==> src/rtl/dds_cfg_icb_master_pkg.sv <==
// Shared DDS definitions: memory-bus widths, DDS register map and the
// configuration master's state encoding.
package dds_cfg_icb_master_pkg;

    localparam int MEM_ADDR_W = 32;
    localparam int MEM_DATA_W = 32;
    localparam int MEM_MASK_W = MEM_DATA_W / 8;

    localparam logic [MEM_ADDR_W-1:0] DDS_OFS_AMP   = 32'h0000_0000;
    localparam logic [MEM_ADDR_W-1:0] DDS_OFS_FREQ  = 32'h0000_0004;
    localparam logic [MEM_ADDR_W-1:0] DDS_OFS_MIN   = 32'h0000_0008;
    localparam logic [MEM_ADDR_W-1:0] DDS_OFS_PHASE = 32'h0000_000c;

    typedef enum logic [2:0] {
        ST_IDLE   = 3'd0,
        ST_WR_CMD = 3'd1,
        ST_RD_CMD = 3'd2,
        ST_RD_RSP = 3'd3,
        ST_DONE   = 3'd4
    } cfg_state_e;

    function automatic logic [MEM_ADDR_W-1:0] reg_offset(input logic [1:0] idx);
        case (idx)
            2'd0:    reg_offset = DDS_OFS_AMP;
            2'd1:    reg_offset = DDS_OFS_FREQ;
            2'd2:    reg_offset = DDS_OFS_MIN;
            default: reg_offset = DDS_OFS_PHASE;
        endcase
    endfunction

endpackage

==> src/rtl/dds_cfg_icb_master.sv <==
// Writes the four DDS configuration registers over ICB and optionally reads
// them back, flagging a mismatch, bus error or response timeout in err.
module dds_cfg_icb_master
    import dds_cfg_icb_master_pkg::*;
#(
    parameter logic [MEM_ADDR_W-1:0] BASE_ADDR   = 32'h0000_0000,
    parameter logic [7:0]            RSP_TIMEOUT = 8'd255
) (
    input  logic                  sys_clk,
    input  logic                  sys_rst_n,
    input  logic                  start,
    input  logic                  verify_en,
    input  logic [8:0]            amp_in,
    input  logic [31:0]           freq_in,
    input  logic [31:0]           min_in,
    input  logic [11:0]           phase_in,
    output logic                  icb_cmd_valid,
    input  logic                  icb_cmd_ready,
    output logic [MEM_ADDR_W-1:0] icb_cmd_addr,
    output logic                  icb_cmd_read,
    output logic [MEM_DATA_W-1:0] icb_cmd_wdata,
    output logic [MEM_MASK_W-1:0] icb_cmd_wmask,
    input  logic                  icb_rsp_valid,
    output logic                  icb_rsp_ready,
    input  logic                  icb_rsp_err,
    input  logic [MEM_DATA_W-1:0] icb_rsp_rdata,
    output logic                  busy,
    output logic                  done,
    output logic                  err,
    output cfg_state_e            state_dbg
);

    // Handshake: a transfer happens on a rising edge where valid and ready are
    // both high; the command fields stay stable from valid rising until that edge.
    cfg_state_e            state;
    logic [1:0]            idx;
    logic [1:0]            idx_nxt;
    logic [7:0]            tmo_cnt;
    logic                  verify_q;
    logic [MEM_DATA_W-1:0] cfg_regs [4];

    assign idx_nxt       = idx + 2'd1;
    assign icb_cmd_wmask = '1;
    assign state_dbg     = state;

    always_ff @(posedge sys_clk) begin
        if (!sys_rst_n) begin
            state         <= ST_IDLE;
            idx           <= 2'd0;
            tmo_cnt       <= 8'd0;
            verify_q      <= 1'b0;
            for (int i = 0; i < 4; i++) cfg_regs[i] <= '0;
            icb_cmd_valid <= 1'b0;
            icb_cmd_read  <= 1'b0;
            icb_cmd_addr  <= '0;
            icb_cmd_wdata <= '0;
            icb_rsp_ready <= 1'b0;
            busy          <= 1'b0;
            done          <= 1'b0;
            err           <= 1'b0;
        end else begin
            done <= 1'b0;
            unique case (state)
                ST_IDLE: begin
                    if (start) begin
                        cfg_regs[0]   <= {23'd0, amp_in};
                        cfg_regs[1]   <= freq_in;
                        cfg_regs[2]   <= min_in;
                        cfg_regs[3]   <= {20'd0, phase_in};
                        verify_q      <= verify_en;
                        err           <= 1'b0;
                        idx           <= 2'd0;
                        busy          <= 1'b1;
                        icb_cmd_valid <= 1'b1;
                        icb_cmd_read  <= 1'b0;
                        icb_cmd_addr  <= BASE_ADDR + reg_offset(2'd0);
                        icb_cmd_wdata <= {23'd0, amp_in};
                        state         <= ST_WR_CMD;
                    end
                end
                ST_WR_CMD: begin
                    if (icb_cmd_ready) begin
                        idx           <= idx_nxt;
                        icb_cmd_addr  <= BASE_ADDR + reg_offset(idx_nxt);
                        icb_cmd_wdata <= cfg_regs[idx_nxt];
                        if (idx == 2'd3) begin
                            if (verify_q) begin
                                icb_cmd_read <= 1'b1;
                                state        <= ST_RD_CMD;
                            end else begin
                                icb_cmd_valid <= 1'b0;
                                busy          <= 1'b0;
                                done          <= 1'b1;
                                state         <= ST_DONE;
                            end
                        end
                    end
                end
                ST_RD_CMD: begin
                    if (icb_cmd_ready) begin
                        icb_cmd_valid <= 1'b0;
                        icb_rsp_ready <= 1'b1;
                        tmo_cnt       <= 8'd0;
                        state         <= ST_RD_RSP;
                    end
                end
                ST_RD_RSP: begin
                    if (icb_rsp_valid) begin
                        if (icb_rsp_err || (icb_rsp_rdata != cfg_regs[idx])) err <= 1'b1;
                        icb_rsp_ready <= 1'b0;
                        idx           <= idx_nxt;
                        if (idx == 2'd3) begin
                            icb_cmd_read <= 1'b0;
                            busy         <= 1'b0;
                            done         <= 1'b1;
                            state        <= ST_DONE;
                        end else begin
                            icb_cmd_valid <= 1'b1;
                            icb_cmd_addr  <= BASE_ADDR + reg_offset(idx_nxt);
                            icb_cmd_wdata <= cfg_regs[idx_nxt];
                            state         <= ST_RD_CMD;
                        end
                    end else if (tmo_cnt == RSP_TIMEOUT - 8'd1) begin
                        // Silent responder: abandon the remaining reads.
                        err           <= 1'b1;
                        icb_rsp_ready <= 1'b0;
                        icb_cmd_read  <= 1'b0;
                        busy          <= 1'b0;
                        done          <= 1'b1;
                        state         <= ST_DONE;
                    end else begin
                        tmo_cnt <= tmo_cnt + 8'd1;
                    end
                end
                ST_DONE: state <= ST_IDLE;
                default: state <= ST_IDLE;
            endcase
        end
    end

endmodule

==> config.mk <==
export PLATFORM = sky130hd
export DESIGN_NAME = dds_cfg_icb_master
export DESIGN_NICKNAME = d
export VERILOG_FILES = /design/src/rtl/dds_cfg_icb_master_pkg.sv /design/src/rtl/dds_cfg_icb_master.sv
export SDC_FILE = /design/constraint.sdc
export NUM_CORES = 1
export LEC_CHECK = 0
export CORE_MARGIN = 4
export CORE_UTILIZATION = 44
export DETAILED_ROUTE_END_ITERATION = 10
export PLACE_DENSITY = 0.76
export SYNTH_ARGS = -nofsm -noshare
export SYNTH_HDL_FRONTEND = slang
export SYNTH_SLANG_ARGS = --single-unit
==> constraint.sdc <==
create_clock -name sys_clk -period 3.7 [get_ports sys_clk]
set_input_delay 1.11 -clock sys_clk [delete_from_list [all_inputs] [get_ports sys_clk]]
set_output_delay 1.11 -clock sys_clk [all_outputs]
set_load 0.01 [all_outputs]
# Word-level counts from Yosys, hierarchy flattened
# Memories as Yosys holds them, arrays and structs flattened. A register that Yosys moved wholly into a read port is not among the register bits.
# Index checks and enable logic that the tools add are counted.
[totals] reg_bits=84 mem_bits_rw=128 wordCells=127 n_memories=1
[mem_list] name="cfg_regs" depth=4 word_bits=32 read_ports=2 rd_ports_with_merged_regs=1 wr=4 line="dds_cfg_icb_master.sv:40" rtl="logic [MEM_DATA_W-1:0] cfg_regs [4];"
[op_classes] add_sub_neg=2 n_eq_ne=21 mux=70 n_bitwise=4 reduce_logical=17
[op_table] op="$mux 32" n=12
[op_table] op="$pmux 32 s3" n=2
[op_table] op="$ne 32x32->1" n=1
[op_table] op="$mux 1" n=30
[op_table] op="$mux 3" n=8
[op_table] op="$mux 8" n=3
[op_table] op="$ne 2x2->1 const B" n=10
[op_table] op="$pmux 8 s2" n=1
[op_table] op="$reduce_and 7->1" n=2
[op_table] op="$pmux 3 s4" n=1
[op_table] op="$pmux 4 s3" n=1
[op_table] op="$reduce_and 4->1" n=3
[op_table] op="$mux 2" n=5
[op_table] op="$reduce_and 5->1" n=2
[op_table] op="$ne 3x3->1 const B" n=3
[op_table] op="$add 8x1->8 const B" n=1
[op_table] op="$eq 8x8->1 const B" n=1
[op_table] op="$reduce_and 8->1" n=1
[op_table] op="$eq 3x2->1 const B" n=2
[op_table] op="$pmux 1 s2" n=3
[op_table] op="$pmux 1 s3" n=2
[op_table] op="$pmux 2 s3" n=1
[op_table] op="$eq 2x2->1 const B" n=2
[op_table] op="$or 1x1->1" n=4
[op_table] op="other kinds (12)" n=13

# Longest topological paths before layout
[depth] word_depth=6 ltp_mapped=9 ltp_nobuf=8

# Worst setup path after synthesis
# OpenSTA, ideal clock, no wires.
[synth_path] kind="input to register" from="input start" to="memory cfg_regs[0][0], enable pin" setup_time_ns=0.832 t_arrival_ns=2.910 path_slack_ns=-0.042 cell_stages=3 path_buffers=0 path_cell_list="nand2b_1 > nand2b_1 > nand2_1"
[synth_rtl] item="start, declared" line="dds_cfg_icb_master.sv:11" rtl="input logic start,"
[synth_rtl] item="end, declared" line="dds_cfg_icb_master.sv:40"

# Final worst setup path
[layout_path] from="register state[0], in the netlist state_dbg[0]" to="output state_dbg[0]"
[layout_rtl] item="start, declared" line="dds_cfg_icb_master.sv:35" rtl="cfg_state_e state;"
[layout_rtl] item="start signal, assigned" line="dds_cfg_icb_master.sv:48" rtl="state <= ST_IDLE;"
[layout_rtl] item="start signal, assigned" line="dds_cfg_icb_master.sv:78" rtl="state <= ST_WR_CMD;"
[layout_rtl] item="start signal, assigned" line="dds_cfg_icb_master.sv:89" rtl="state <= ST_RD_CMD;"
[layout_rtl] item="end, declared" line="dds_cfg_icb_master.sv:30" rtl="output cfg_state_e state_dbg"
# No word-level cell between the ends.

==> impl_metrics.csv <==
group,metric,value,unit
drt,detail_route.first_pass.iterations,5,
hold_path,hold-path-endpoint,"icb_cmd_valid$_SDFFE_PN0P_",
setup_path,crit_fanout,22,
layout,layout-drive-gt1-share,8.08,%
synth,yosysUniqueCellTypes,53,
drt,ant_nets,0,
drt,drc_errors,0,
run_status,outcome,"completed",
drt,vias_per_cell,5.19,
floorplanning,floorplan.initialDensity,45.5,%
placement,finalWeightedCongestion,0.862,
layout,final-seq-area,0.00367,mm²
timing,worst_max_slew_pin_slew,1140,ps
placement,place.port_buffers,166,
placement,place_area,0.00902,mm²
floorplanning,num_rows,46,
setup_path,r2r-start,"state_dbg[0]$_SDFFE_PN0P_",
clock_network,cts_tree,"done",
setup_path,critical_path_arrival,1820,ps
drt,vias,5548,
clock_network,ctsLongestPathBuffers,2,
hold_path,min_from,"icb_cmd_valid$_SDFFE_PN0P_",
setup_path,critical_path_class,"flop to primary output",
synth,post_synth_inst_count,691,
setup_path,start_kind,"flop",
hold_path,min_delay_path_depth,2,
clock_network,ctsResizeCount,0,
synth,synth_enable_flop_cells,85,
power,cellPowerDensity,456,mW/mm²
floorplanning,die_w,137,µm
timing,layout_worst_path_cycle_share,79.2,%
setup_path,critical_path.top_delay_family,"flip-flops",
layout,layout.filler_cells,1306,
clock_network,post-cts-setup-buffers,0,
clock_network,cts.reportedPaths.clkPinSlew,60,ps
layout,final_cell_mix,"166 x clkdlybuf4s50_1, 87 x and2_1, 85 x edfxtp_1, 56 x dfxtp_1, 53 x nor2_1",
drt,drt-initial-drc-count,433,
power,p_int,0.00333,W
timing,slew_violations,0,
setup_path,cp_slowest_stage_delay,740,ps
hold_path,min_path_type,"flop to flop",
drt,wl_per_cell,17.1,µm
global_route,antenna_found_initial,0,
setup_path,worst_r2r_path_depth,6,
synth,syn_avg_cell_area,10.6,µm²
power,power.share.sequential,42.9,%
floorplanning,die_area,0.0187,mm²
global_route,global_route_wire_length_before_repair,28200,µm
timing,setup-violations-final,0,
floorplanning,die_height,137,µm
power,cellLeakagePower,3.49,nW
layout,postLayoutCellArea,0.00966,mm²
layout,area_growth,32.3,%
clock_network,cts_stage_hold_buffer_count,0,
power,switching_power,0.00107,W
setup_path,critical_path.reg2reg.endpoint,"icb_cmd_wdata[27]$_SDFFE_PN0P_",
timing,maxSlewHeadroom,23.7,%
clock_network,numClockSinks,141,
setup_path,critical_path.slowest_cell,"dfxtp_1",
setup_path,r2r_setup_slack,1240,ps
placement,dpl.cell_count,1038,
global_route,grt_max_degree,86,
synth,yosys_warnings,0,
layout,antenna_cells_inserted,0,
synth,post_synthesis_async_set_or_reset_flop_share,0,%
job,maxCapViolations,0,
clock_network,clock-root-buffer,"clkbuf_16",
layout,final_common_cell,"clkdlybuf4s50_1",
clock_network,cts-buffers-inserted,17,
timing,final-hold-violation-count,0,
floorplanning,core-area,0.0161,mm²
floorplanning,pin_count,201,
timing,fin_crit,2930,ps
timing,highest_clock_rate,0.341,GHz
timing,final.setup.tns,0,ps
clock_network,worst_skew_pair.late_latency,420,ps
setup_path,crit_buf_inv,1,
clock_network,clock_tree.htree_level_count,4,
power,share_clk_of_total_power,41.9,%
drt,totalWireLength,18300,µm
placement,place.detailed.hpwl,13300,µm
power,pwr-share-comb,15.3,%
synth,synth_sequential_area_ratio,50.3,%
synth,synth_area_leaders,"edfxtp_1 35%, dfxtp_1 15%, and2_1 7.5%, mux4_2 4.6%, a22oi_1 3.9%",
layout,post_layout_nonfiller_instances,1070,
synth,top_flip_flop_cell_by_instance_count_after_synthesis,"edfxtp_1",
setup_path,endpoint_kind,"primary output",
timing,unrepaired_setup_endpoints_after_global_routing,"no",
power,ir_drop,0.349,mV
synth,yosysTopAreaCell,"edfxtp_1",
synth,mappedNetlistArea,0.00730,mm²
timing,finClkSkew,6.20,ps
global_route,globalRouteOverflowTotal,0,
synth,synth_top_cell_area_share,35.0,%
power,p_sw_share,24.2,%
global_route,first_global_vias,5317,
global_route,grtUsageTotal,19.7,%
setup_path,worst_ep_required_time,2590,ps
synth,synth.ff_latch_count,141,
timing,timing.hold.ws,451,ps
layout,multi_input_area,0.00324,mm²
setup_path,timing.critical_path.cells,"clkdlybuf4s50_1",
layout,finalNetCount,968,
-- state kept, by name (all words and copies together), names as in the netlist, named ones only --
signal and cells:
idx 2, state_dbg 3, icb_cmd_read 1, tmo_cnt 8, icb_rsp_ready 1, cfg_regs 85, icb_cmd_wdata 32, icb_cmd_valid 1
icb_cmd_addr 2, busy 1, verify_q 1, done 1, err 1
-- worst max path at each step --
stage                                     to                 startpoint  cells after the start
6_report                        state_dbg[0]  state_dbg[0]$_SDFFE_PN0P_                      1
5_1_grt                         state_dbg[0]  state_dbg[0]$_SDFFE_PN0P_                      1
4_1_cts                         state_dbg[0]  state_dbg[0]$_SDFFE_PN0P_                      1
3_5_place_dp   icb_cmd_wdata[4]$_SDFFE_PN0P_              icb_cmd_ready                      6
3_3_place_gp                err$_SDFFE_PN0P_              icb_rsp_valid                      7
2_1_floorplan   cfg_regs[0][0]$_SDFFCE_PN0P_                      start                      3
-- stage by stage --
step	setup WS [ps]	power (W)	util [%]
6_report	768	0.00440	60.2
2_1_floorplan	761	0.00230	-
3_5_place_dp	460	0.00259	56.1
3_3_place_gp	517	0.00257	56.1
4_1_cts	752	0.00443	60.2
5_1_grt	667	0.00458	60.2
-- power by group through the flow --
| stage | sequential (W) | clock (W) | combinational [W] |
|---|---|---|---|
| after floorplan | 0.00190 | 0 | 0.000403 |
| after global placement | 0.00191 | 0 | 0.000662 |
| after detailed placement | 0.00192 | 0 | 0.000673 |
| after CTS | 0.00189 | 0.00187 | 0.000675 |
| after global routing | 0.00190 | 0.00194 | 0.000733 |
| final | 0.00189 | 0.00184 | 0.000672 |
-- kinds of logic (layout without fill, tap and decap cells) --
| kind of cell | after synthesis | count (layout) | synth area share [%] |
|---|---|---|---|
| flip-flops | 141 | 141 | 50.3 |
| buffers and inverters | 89 | 220 | 7.30 |
| other | 2 | 34 | 0.103 |
| AO/OA/AOI/OAI | 130 | 130 | 12.1 |
| adder cells (fa/ha/maj) | 3 | 3 | 0.514 |
| AND/OR/NAND/NOR | 264 | 264 | 18.5 |
| multiplexers | 26 | 26 | 6.87 |
| XOR/XNOR | 36 | 36 | 4.32 |
-- per-layer routing --
layer / GRT usage (%) / vias up / routed length (µm)
li1: - / 2718 / -
met1: 26.6 / 2596 / 7820
met2: 31.1 / 201 / 8800
met3: 3.93 / 33 / 1200
met4: 7.98 / 0 / 450
met5: 0 / - / 0
-- cell usage after synthesis, types with 2 or more instances --
library cell and count:
nand2b_1 8, mux4_1 3, buf_6 5, a221oi_1 2, xnor2_1 21, dfxtp_1 56
o221ai_1 2, nand3_1 10, o31ai_1 3, buf_4 35, a21oi_1 37, nand2_1 52
a311oi_1 10, and3_1 3, clkbuf_1 27, edfxtp_1 85, o211ai_1 3, ha_1 3
nor2b_1 3, conb_1 2, buf_2 11, mux4_2 15, a22oi_1 38, a31oi_1 6
mux2i_1 7, buf_1 2, nor4_1 5, nand4_1 6, nor2_1 54, inv_1 8
and2_1 87, xor2_1 15, nor3_1 27, o21ai_0 19, nor3b_1 3
-- final cells by class --
| type | instances | area share [%] |
|---|---|---|
| timing repair buffer | 180 | 18.7 |
| inverter | 8 | 0.311 |
| clock inverter | 15 | 2.28 |
| sequential | 141 | 38.0 |
| clock buffer | 17 | 4.40 |
| multi-input combinational | 493 | 33.5 |
| tap | 216 | 2.80 |
-- worst register-to-register path, delay by kind of cell, from the launching register on --
| kind | cells | cell delay (ps) |
|---|---|---|
| DFF | 1 | 740 |
| AOI/OAI and AO/OA | 4 | 1230 |
| and+or+nand+nor | 2 | 440 |
(Power assumes the default switching activity.)
